$ cat src/rtl/riscie_pkg.sv
// rtl/riscie_pkg.sv - shared state encoding, func3 size codes and MEM/WB field bundle
package riscie_pkg;

  typedef enum logic {ST_IDLE, ST_BUSY} mem_state_t;

  localparam logic [2:0] F3_B  = 3'b000;
  localparam logic [2:0] F3_H  = 3'b001;
  localparam logic [2:0] F3_W  = 3'b010;
  localparam logic [2:0] F3_BU = 3'b100;
  localparam logic [2:0] F3_HU = 3'b101;

  typedef struct packed {
    logic [4:0]  rd;
    logic        wb;
    logic        mem_to_reg;
    logic [31:0] rdata;
    logic [31:0] alu;
  } memwb_t;

endpackage

$ cat src/rtl/stage4_mem_load_store_align.sv
// rtl/stage4_mem_load_store_align.sv - lane steering for loads/stores; STAGE4_SUBWORD_EN enables B/H sizes
module load_store_align
  import riscie_pkg::*;
(
  input  logic [2:0]  func3,
  input  logic [1:0]  addr_lo,
  input  logic [31:0] store_data,
  input  logic [31:0] rdata_word,
  output logic [3:0]  be,
  output logic [31:0] wdata,
  output logic [31:0] load_data,
  output logic        misaligned
);

`ifdef STAGE4_SUBWORD_EN
  logic [7:0]  lane_b;
  logic [15:0] lane_h;

  assign lane_b = rdata_word[8*addr_lo +: 8];
  assign lane_h = addr_lo[1] ? rdata_word[31:16] : rdata_word[15:0];

  always_comb begin
    be         = 4'hF;
    wdata      = store_data;
    load_data  = rdata_word;
    misaligned = (addr_lo != 2'b00);
    case (func3)
      F3_B, F3_BU: begin
        be         = 4'b0001 << addr_lo;
        wdata      = {4{store_data[7:0]}};
        load_data  = (func3 == F3_B) ? {{24{lane_b[7]}}, lane_b} : {24'h0, lane_b};
        misaligned = 1'b0;
      end
      F3_H, F3_HU: begin
        be         = addr_lo[1] ? 4'b1100 : 4'b0011;
        wdata      = {2{store_data[15:0]}};
        load_data  = (func3 == F3_H) ? {{16{lane_h[15]}}, lane_h} : {16'h0, lane_h};
        misaligned = addr_lo[0];
      end
      default: ;
    endcase
  end
`else
  // Word-only build: size code is irrelevant.
  logic unused_func3;
  assign unused_func3 = ^func3;
  assign be           = 4'hF;
  assign wdata        = store_data;
  assign load_data    = rdata_word;
  assign misaligned   = (addr_lo != 2'b00);
`endif

endmodule

$ cat src/rtl/stage4_mem.sv
// rtl/stage4_mem.sv - memory-access stage: req/ack data bus, stall, MEM/WB register (option STAGE4_SUBWORD_EN)
module stage4_mem
  import riscie_pkg::*;
#(
  parameter int TIMEOUT = 16,
  parameter int CNT_W   = 5
) (
  input  logic        clk,
  input  logic        rst_n,
  input  logic        exmemValid,
  input  logic [31:0] exmemAlu,
  input  logic [31:0] exmemReg2,
  input  logic [4:0]  exmemRd,
  input  logic        exmemWb,
  input  logic        exmemMemRead,
  input  logic        exmemMemWrite,
  input  logic [2:0]  exmemFunc3,
  output logic        dmemReq,
  output logic        dmemWe,
  output logic [31:0] dmemAddr,
  output logic [31:0] dmemWdata,
  output logic [3:0]  dmemBe,
  input  logic        dmemAck,
  input  logic [31:0] dmemRdata,
  output logic        memStall,
  output logic [4:0]  memwbRd,
  output logic        memwbWb,
  output logic        memwbMemToReg,
  output logic [31:0] memwbRdata,
  output logic [31:0] memwbAlu,
  output logic        memErr
);

  mem_state_t       state;
  logic [CNT_W-1:0] cnt;
  memwb_t           memwb;
  logic             memop, is_load, misaligned, bad, abort, done;
  logic [31:0]      load_data;

  load_store_align u_align (
    .func3      (exmemFunc3),
    .addr_lo    (exmemAlu[1:0]),
    .store_data (exmemReg2),
    .rdata_word (dmemRdata),
    .be         (dmemBe),
    .wdata      (dmemWdata),
    .load_data  (load_data),
    .misaligned (misaligned)
  );

  assign memop   = exmemValid & (exmemMemRead | exmemMemWrite);
  assign is_load = exmemValid & exmemMemRead & ~exmemMemWrite;
  assign bad     = memop & misaligned;
  assign abort   = (state == ST_BUSY) & ~dmemAck & (cnt == CNT_W'(TIMEOUT - 1));

  // Request and stall are gated by reset so a held EX/MEM cannot drive the bus during reset.
  assign dmemReq  = rst_n & ((state == ST_BUSY) | (memop & ~misaligned));
  assign dmemWe   = memop & exmemMemWrite;
  assign dmemAddr = {exmemAlu[31:2], 2'b00};
  assign done     = (dmemReq & dmemAck) | bad | abort;
  assign memStall = rst_n & memop & ~done;

  always_ff @(posedge clk or negedge rst_n) begin
    if (!rst_n) begin
      state  <= ST_IDLE;
      cnt    <= '0;
      memwb  <= '0;
      memErr <= 1'b0;
    end else begin
      case (state)
        ST_IDLE: begin
          cnt <= '0;
          if (memop & ~misaligned & ~dmemAck) state <= ST_BUSY;
        end
        ST_BUSY: begin
          if (dmemAck | abort) begin
            state <= ST_IDLE;
            cnt   <= '0;
          end else begin
            cnt <= cnt + 1'b1;
          end
        end
        default: state <= ST_IDLE;
      endcase
      if (bad | abort) memErr <= 1'b1;
      // A stalled, faulted or aborted access leaves a bubble so forwarding never sees partial results.
      if (memStall | bad | abort) begin
        memwb <= '0;
      end else begin
        memwb.rd         <= exmemRd;
        memwb.wb         <= exmemWb & exmemValid;
        memwb.mem_to_reg <= is_load;
        memwb.rdata      <= is_load ? load_data : 32'h0;
        memwb.alu        <= exmemAlu;
      end
    end
  end

  assign memwbRd       = memwb.rd;
  assign memwbWb       = memwb.wb;
  assign memwbMemToReg = memwb.mem_to_reg;
  assign memwbRdata    = memwb.rdata;
  assign memwbAlu      = memwb.alu;

endmodule

$ cat config.mk
export PLATFORM = sky130hd
export DESIGN_NAME = stage4_mem
export DESIGN_NICKNAME = d
export VERILOG_FILES = /design/src/rtl/riscie_pkg.sv /design/src/rtl/stage4_mem_load_store_align.sv /design/src/rtl/stage4_mem.sv
export SDC_FILE = /design/constraint.sdc
export NUM_CORES = 1
export LEC_CHECK = 0
export CELL_PAD_IN_SITES_DETAIL_PLACEMENT = 1
export CELL_PAD_IN_SITES_GLOBAL_PLACEMENT = 2
export CORE_UTILIZATION = 18
export DETAILED_ROUTE_END_ITERATION = 16
export PLACE_DENSITY_LB_ADDON = 0.1
export SYNTH_ARGS = -nofsm -noshare
export SYNTH_HDL_FRONTEND = slang
export SYNTH_HIERARCHICAL = 1
export SYNTH_SLANG_ARGS = --single-unit
export TNS_END_PERCENT = 30
$ cat constraint.sdc
create_clock -name clk -period 1.65 [get_ports clk]
set_input_delay 0.33 -clock clk [delete_from_list [all_inputs] [get_ports clk]]
set_output_delay 0.33 -clock clk [all_outputs]
set_load 0.01 [all_outputs]
Word-level counts from Yosys, hierarchy flattened
Index checks and enable logic that the tools add are counted.

word-level totals
  register bits = 78
  input bits = 111
  output and inout bits = 143
  logic and storage cells = 45

operators by class
  equality and inequality tests = 1
  $add $sub $neg = 1
  mux-type cells = 7
  reduce and logical (&&, ||, !) cells = 1
  bitwise operators = 27

operators with widths
  kind                                                 count
  2-to-1 mux 71 bit                                    1
  2-to-1 mux 32 bit                                    1
  AND 1 bit                                            14
  case mux 5 bit (2 select lines)                      1
  bitwise OR 1 bit                                     8
  adder 5 x 1 -> 5 bit, second input constant          1
  equality test 5 x 4 -> 1 bit, second input constant  1
  2-to-1 mux 5 bit                                     1
  NOT 1 bit                                            5
  2-to-1 mux 1 bit                                     2
  case mux 1 bit (2 select lines)                      1
  nonzero test 2 bit                                   1

Depth between registers and ports, before layout
Gate-level depths: netlist (run 1).

  depth after elaboration = 13
  depth in mapped cells = 8
  gate-level depth less buffers = 6

Modules after synthesis
Netlist (run 1), hierarchy kept.

by module, submodules not included
  module            area an instance (µm²)  cells each  sequential area each (µm²)  instances
  stage4_mem        3105.5                  224         1951.9                      1
  load_store_align  520.5                   70          0.0                         1

Worst setup path after synthesis (run 1)
Ideal clock, no wire load.

  path kind = register -> register
  start = reg cnt[0]
  end = reg memErr
  clock period less this slack = 1.660 ns
  required time = 1.523 ns
  data arrival time = 1.532 ns
  buffers on the path = 1
  slack = -0.010 ns
  cell stages (with the launch flop) = 8
  library setup time = 0.127 ns
  cells stage by stage = dfrtp_1 > ha_1 > and3_1 > ha_1 > nand3b_1 > o21ai_2 > buf_6 > or2_2

between the ends
  longest elaborated chain between the ends = 3

ends and longest elaborated chain
  what                          line              RTL
  from (decl)                   stage4_mem.sv:35  logic [CNT_W-1:0] cnt;
  from (signal assigned)        stage4_mem.sv:80  cnt <= cnt + 1'b1;
  equality test 5 x 4 -> 1 bit  stage4_mem.sv:54  assign abort = (state == ST_BUSY) & ~dmemAck & (cnt == CNT_W'(TIMEOUT - 1));
  AND 1 bit                     stage4_mem.sv:54
  bitwise OR 1 bit              stage4_mem.sv:85  if (bad | abort) memErr <= 1'b1;
  to (signal assigned)          stage4_mem.sv:68  memErr <= 1'b0;
  to (signal assigned)          stage4_mem.sv:85
  to (decl)                     stage4_mem.sv:31  output logic memErr

No other way between the ends.
A chain may end at the register's enable or synchronous reset.

Worst setup path in the final report (run 1)
  start = reg cnt[0]
  end = out memStall

between the ends
  longest elaborated chain between the ends = 5

ends and longest elaborated chain
  what                          line              RTL
  equality test 5 x 4 -> 1 bit  stage4_mem.sv:54
  AND 1 bit                     stage4_mem.sv:54
  bitwise OR 1 bit              stage4_mem.sv:60  assign done = (dmemReq & dmemAck) | bad | abort;
  NOT 1 bit                     stage4_mem.sv:61  assign memStall = rst_n & memop & ~done;
  AND 1 bit                     stage4_mem.sv:61
  to (decl)                     stage4_mem.sv:25  output logic memStall,

No other way between the ends.

==> out/metrics.cfg, run 1 <==
[routing]
routed_wl_mm = 9.70
firstDrtPassIters = 3
final_antenna_net_count = 0
via_per_inst = 3.37
wl_per_cell_um = 14.0
vias = 2331
drtIter0Drc = 26
drcViolationCount = 0

[yosys]
synth.top_cell.area_share = 0.538
synth-main-ff-cell = dfrtp_1
synth_seq_cells = 78
yosys.cell_count.top_type = buf_4
async_flop_share = 1.00
synth_top_cells_by_count = buf_4 (101), dfrtp_1 (78), nor3b_1 (27)
syn_area_per_cell_um2 = 12.3
synth_cell_type_count = 34
yosys_warnings = 6
seq_area_frac_synth = 0.538
netlist_area_um2 = 3630
synth-edff-count = 0
synth_top_area_cell = dfrtp_1
synth_area_leaders = dfrtp_1 (54%), buf_4 (21%), nor3b_1 (5.6%)
synthCells = 294

[setup_path]
crit_arrival_ns = 1.58
worstRegToRegCells = 8
r2r_end = memwbRdata[9]
cp.required_ns = 1.32
worstSetupPathType = reg2out
crit_path_end_kind = output pin
crit_path_start_kind = flop
r2r-start = cnt[0]
critPathMaxFanout = 3
rrSetupSlack_ns = -0.21

[timing]
setup_viol = 37
finalHoldViolations = 0
finalWorstSetupSlack_ns = -0.264
period_needed_ns = 1.91
rsz0062_at_grt = yes
relSlewSlack = 0.626
clock.fmax_mhz = 522
hold-worst-slack_ns = 0.124
min_period_over_period = 1.16
slew_violations = 0
fin_skew_ns = 0.00992
worst_pin_slew_ns = 0.561
setup_tns_ns = -5.23

[clock_network]
cts_htree_levels = 3
cts_root_buf = clkbuf_16
clockBufferDepth = 2
cts_tree = yes
clock_sinks = 78
clk_latency_ns = 0.34
clk_pin_slew_ns = 0.07
cts_buffers = 9

[finish]
final_util = 0.292
diodes = 0
fin_cells = 692
finalNetCount = 535
drive_gt1_frac = 0.288
areaGrowthSynthToFinish_pct = 58.0
final_cell_area_um2 = 5730

[run_status]
violations = setup timing
status = finished with violations

[pwr]
p_per_area_nw_per_um2 = 811
ir_drop_v = 0.000489
p_sw_mw = 1.18
p_seq_frac = 0.432
fin_total_pwr_mw = 4.64
intPower_mw = 3.46
clock_power_share = 0.414
leakagePower_nw = 2.53
swShare = 0.254
pwr-share-comb = 0.154

[place]
gp_congestion = 0.656
placed_cell_area_um2 = 5240
port_buffers = 180
dp_hpwl_mm = 6.68
placed_cells = 667
place_ws_ns = -0.811

[floorplan]
start_util = 0.185
rows = 51
core_um2 = 19600
die_area_um2 = 20700
die_h_um = 144
fp.dieW_um = 144
ios = 254

[hold_path]
hold_path.class = in2async

[run]
cap_viol_max_count = 0

[global_route]
grt_max_degree = 79
antenna_found_initial = 0
gr-total-overflow = 0
grt.total_usage = 0.0958
grt_pass1_vias = 2576
grt_pass1_wl_mm = 14.3

power groups by stage:
| stage | registers, mW | logic [mW] | clock network (mW) |
|---|---|---|---|
| final | 2.01 | 0.713 | 1.92 |
| after global routing | 2.01 | 0.776 | 2.10 |
| after CTS | 2.01 | 0.724 | 2.03 |
| after detailed placement | 2.04 | 0.733 | 0 |
| after global placement | 2.04 | 0.732 | 0 |
| after floorplan | 2.09 | 0.335 | 0 |
metal layers:
metal / GRT usage / vias up / share of wire
met3: 0.0447 / 11 / 0.12
met1: 0.107 / 1099 / 0.41
li1: - / 1082 / -
met2: 0.151 / 139 / 0.46
met4: 0.0504 / 0 / 0.019
met5: 0 / - / 0
worst max path at each step:
stage	start	to	slack [ns]
3_3_place_gp	exmemAlu[1]	memStall	-0.78
4_1_cts	cnt[1]	memStall	-0.32
5_1_grt	cnt[1]	memStall	-0.36
2_1_floorplan	cnt[0]	memErr	0.02
3_5_place_dp	exmemAlu[1]	memStall	-0.81
6_report	cnt[0]	memStall	-0.26
registers in the layout (all words and copies together), names as in the netlist:
register and flops:
memwbRd 5, memwbAlu 32, memwbRdata 32, memwbMemToReg 1
memwbWb 1, state 1, memErr 1, cnt 5
final cells by class:
cell class	instances	area, um^2
clock inverters	7	56.3
repair buffers	224	2210
multi-input cells	107	943
fillers	2159	13900
clock buffers	9	225
inverters	2	7.51
well taps	265	332
flip-flops and latches	78	1950
cells by family (layout without fill, tap and decap cells):
family | count (synthesis) | count (layout) | share of synthesized area
DFF | 78 | 78 | 0.538
xor gates and xnor gates | 2 | 2 | 0.00483
and+or+nand+nor | 94 | 94 | 0.206
buffers and inverters | 113 | 242 | 0.236
other | 2 | 6 | 0.00207
AOI/OAI and AO/OA | 3 | 3 | 0.00587
adders and majority gates | 2 | 2 | 0.00690
critical path, stage by stage, from the launching register on:
cell,delay [ns]
dfrtp_1,0.39
ha_2,0.19
and3_4,0.15
ha_4,0.15
nand3b_1,0.10
and2_4,0.15
buf_6,0.10
repair_timing:
item                                   4_1_cts  5_1_grt
setup endpoints to repair                  110       77
hold buffers                                 0        0
pin swaps                                    7        5
gates resized for setup                     69        7
endpoints found under the hold margin        0        0
gates cloned                                 3        1
buffers inserted                             2        3
placed cells by master (no fill, tap or decap), drive strengths merged, types with 2 or more instances in the layout:
master         instances
nor3                   2
nand2b                 3
clkinvlp               4
clkdlybuf4s50        141
dlygate4sd2           34
inv                    5
clkbuf                11
or2                    2
and3                   2
and2                  34
nand2                  2
nor2                   7
buf                   45
conb                   6
nor3b                 37
ha                     2
dfrtp                 78
Power figures use the tool's default switching activity.
==> run 2: changes to the inputs <==
--- a/config.mk
+++ b/config.mk
@@ -5,11 +5,10 @@
 export SDC_FILE = /design/constraint.sdc
 export NUM_CORES = 1
 export LEC_CHECK = 0
-export CELL_PAD_IN_SITES_DETAIL_PLACEMENT = 1
-export CELL_PAD_IN_SITES_GLOBAL_PLACEMENT = 2
-export CORE_UTILIZATION = 18
+export CORE_UTILIZATION = 32
 export DETAILED_ROUTE_END_ITERATION = 16
-export PLACE_DENSITY_LB_ADDON = 0.1
+export MAX_ROUTING_LAYER = met4
+export PLACE_DENSITY = 0.77
 export SYNTH_ARGS = -nofsm -noshare
 export SYNTH_HDL_FRONTEND = slang
 export SYNTH_HIERARCHICAL = 1
==> out/metrics.cfg, run 2 (synthesized netlist as in run 1, its figures left out) <==
[global_route]
grt_pass1_vias = 2329  ; -9.6%
gr-total-overflow = 0  ; unchanged
met1_usage = 0.142  ; +0.0345
grt_pass1_wl_mm = 12.2  ; -15%
met3_usage = 0.0404  ; -0.00427
gr-usage-met2 = 0.258  ; +0.107
grt.total_usage = 0.149  ; +0.0532
top_usage_layer = met2
antenna_found_initial = 0  ; unchanged
grt_max_degree = 79  ; unchanged

[routing]
drtIter0Drc = 48  ; +85%
routed_wl_mm = 8.53  ; -12%
vias = 2316  ; -0.64%
via_per_inst = 4.22  ; +25%
firstDrtPassIters = 4  ; +1
drcViolationCount = 0  ; unchanged
wl_per_cell_um = 15.5  ; +11%
final_antenna_net_count = 0  ; unchanged

[finish]
multiInputGateArea_um2 = 962  ; +2.0%
fillers = 999  ; -54%
layout_common_cells = clkdlybuf4s50_1 (142), dfrtp_1 (78), dlygate4sd2_1 (33)
finalNetCount = 517  ; -3.4%
register_area_um2 = 1950  ; unchanged
drive_gt1_frac = 0.240  ; -0.0484
diodes = 0  ; unchanged
areaGrowthSynthToFinish_pct = 47.9
final_common_cell = clkdlybuf4s50_1

[floorplan]
die_area_um2 = 11800  ; -43%
die_h_um = 108  ; -25%
fp.dieW_um = 108  ; -25%
ios = 254  ; unchanged
core_um2 = 10900  ; -44%
start_util = 0.332  ; +0.146
rows = 38  ; -25%

[timing]
rsz0062_at_grt = yes
clock.fmax_mhz = 528  ; +1.0%
finalHoldViolations = 0  ; unchanged
setup_viol = 37  ; unchanged
min_period_over_period = 1.15  ; -0.0120
relSlewSlack = 0.381  ; -0.245
fin_skew_ns = 0.00513  ; -0.00479 ns
slew_violations = 0  ; unchanged
worst_pin_slew_ns = 0.929  ; +0.368 ns
period_needed_ns = 1.89  ; -0.0198 ns
setup_tns_ns = -2.83  ; +2.40 ns
finalWorstSetupSlack_ns = -0.244  ; +0.0198 ns

[run_status]
status = finished with violations
violations = setup timing

[pwr]
ir_drop_v = 0.000423  ; -13%
leakagePower_nw = 2.42  ; -4.1%
p_per_area_nw_per_um2 = 898  ; +11%

[setup_path]
critPathMaxStageDelay_ns = 0.39  ; about the same
cp.required_ns = 1.32  ; about the same
critPathMaxFanout = 2  ; -1
crit_arrival_ns = 1.56  ; -0.02 ns
crit_path_start_kind = flop
worstSetupPathType = reg2out
cp_cell_sequence = ha_2 -> and3_4 -> ha_4 -> nand3b_1 -> and2_4 -> buf_6
crit_slowest_cell = dfrtp_1
crit_path_end_kind = output pin
worstRegToRegCells = 8  ; unchanged

[place]
place_ws_ns = -0.761  ; +0.0501 ns
dp_hpwl_mm = 6.07  ; -9.2%
port_buffers = 180  ; unchanged
gp_congestion = 0.747  ; +14%

[clock_network]
cts_tree = yes
cts_buffers = 9  ; unchanged
clock_sinks = 78  ; unchanged
cts_root_buf = clkbuf_16
cts_htree_levels = 3  ; unchanged
clockBufferDepth = 2  ; unchanged
clk_pin_slew_ns = 0.06  ; about the same
clk_latency_ns = 0.33  ; about the same
hold_buffers = 0  ; unchanged

[hold_path]
hold_path_depth = 2
hold_path.class = in2reg

[run]
cap_viol_max_count = 0  ; unchanged

==> run 2: per-layer routing <==
layer	wire length [um]	part of all wire
met1	2870	0.34
met2	4430	0.52
met3	805	0.094
met4	422	0.049
met5	0	0
==> run 2: path summary, 6_finish.rpt <==
check                               end   startpoint  slack [ns]
max in group asynchronous  memwbAlu[30]        rst_n        0.68
min                         memwbAlu[1]  exmemAlu[1]        0.36
min in group asynchronous        cnt[2]        rst_n        0.39
min reg2reg                      memErr       memErr        0.46
max reg2reg                 memwbAlu[8]       cnt[0]       -0.11
max                            memStall       cnt[0]       -0.24
==> run 2: what timing repair did <==
item | 4_1_cts | 5_1_grt
setup endpoints to repair | 109 | 72
gates resized for setup | 56 | 8
pin swaps | 7 | 2
gates cloned | 4 | 0
setup buffers | 2 | 2
==> run 2: critical path, delay by kind of cell (launching register included) <==
kind                     cells  cell delay, ns
adder cells (fa/ha/maj)      2            0.34
flip-flops                   1            0.39
buffers and inverters        1            0.10
AND/OR/NAND/NOR              3            0.40
==> run 2: layout make-up <==
class                           instances  area share
Timing Repair Buffer                  202       0.360
Tap cell                              140      0.0327
Clock buffer                           13      0.0504
Inverter                                2     0.00140
Multi-Input combinational cell        111       0.179
Clock inverter                          3      0.0121
Sequential cell                        78       0.364
==> run 2: metrics by stage <==
step	total power, mW	std cells	utilization	instance area, um^2	hold WS [ns]
2_1_floorplan	2.42	298	-	3640	0.0344
3_5_place_dp	2.73	526	0.453	4950	0.450
5_1_grt	5.04	549	0.491	5360	0.351
3_3_place_gp	2.72	526	0.453	4950	0.452
4_1_cts	4.88	547	0.486	5310	0.335
6_report	4.82	549	0.491	5360	0.358
==> run 2: power breakdown <==
| part | switching (mW) | leakage, nW | internal, mW |
|---|---|---|---|
| logic | 0.253 | 1.23 | 0.402 |
| clock network | 0.707 | 0.166 | 1.44 |
| registers | 0.0211 | 1.02 | 1.99 |
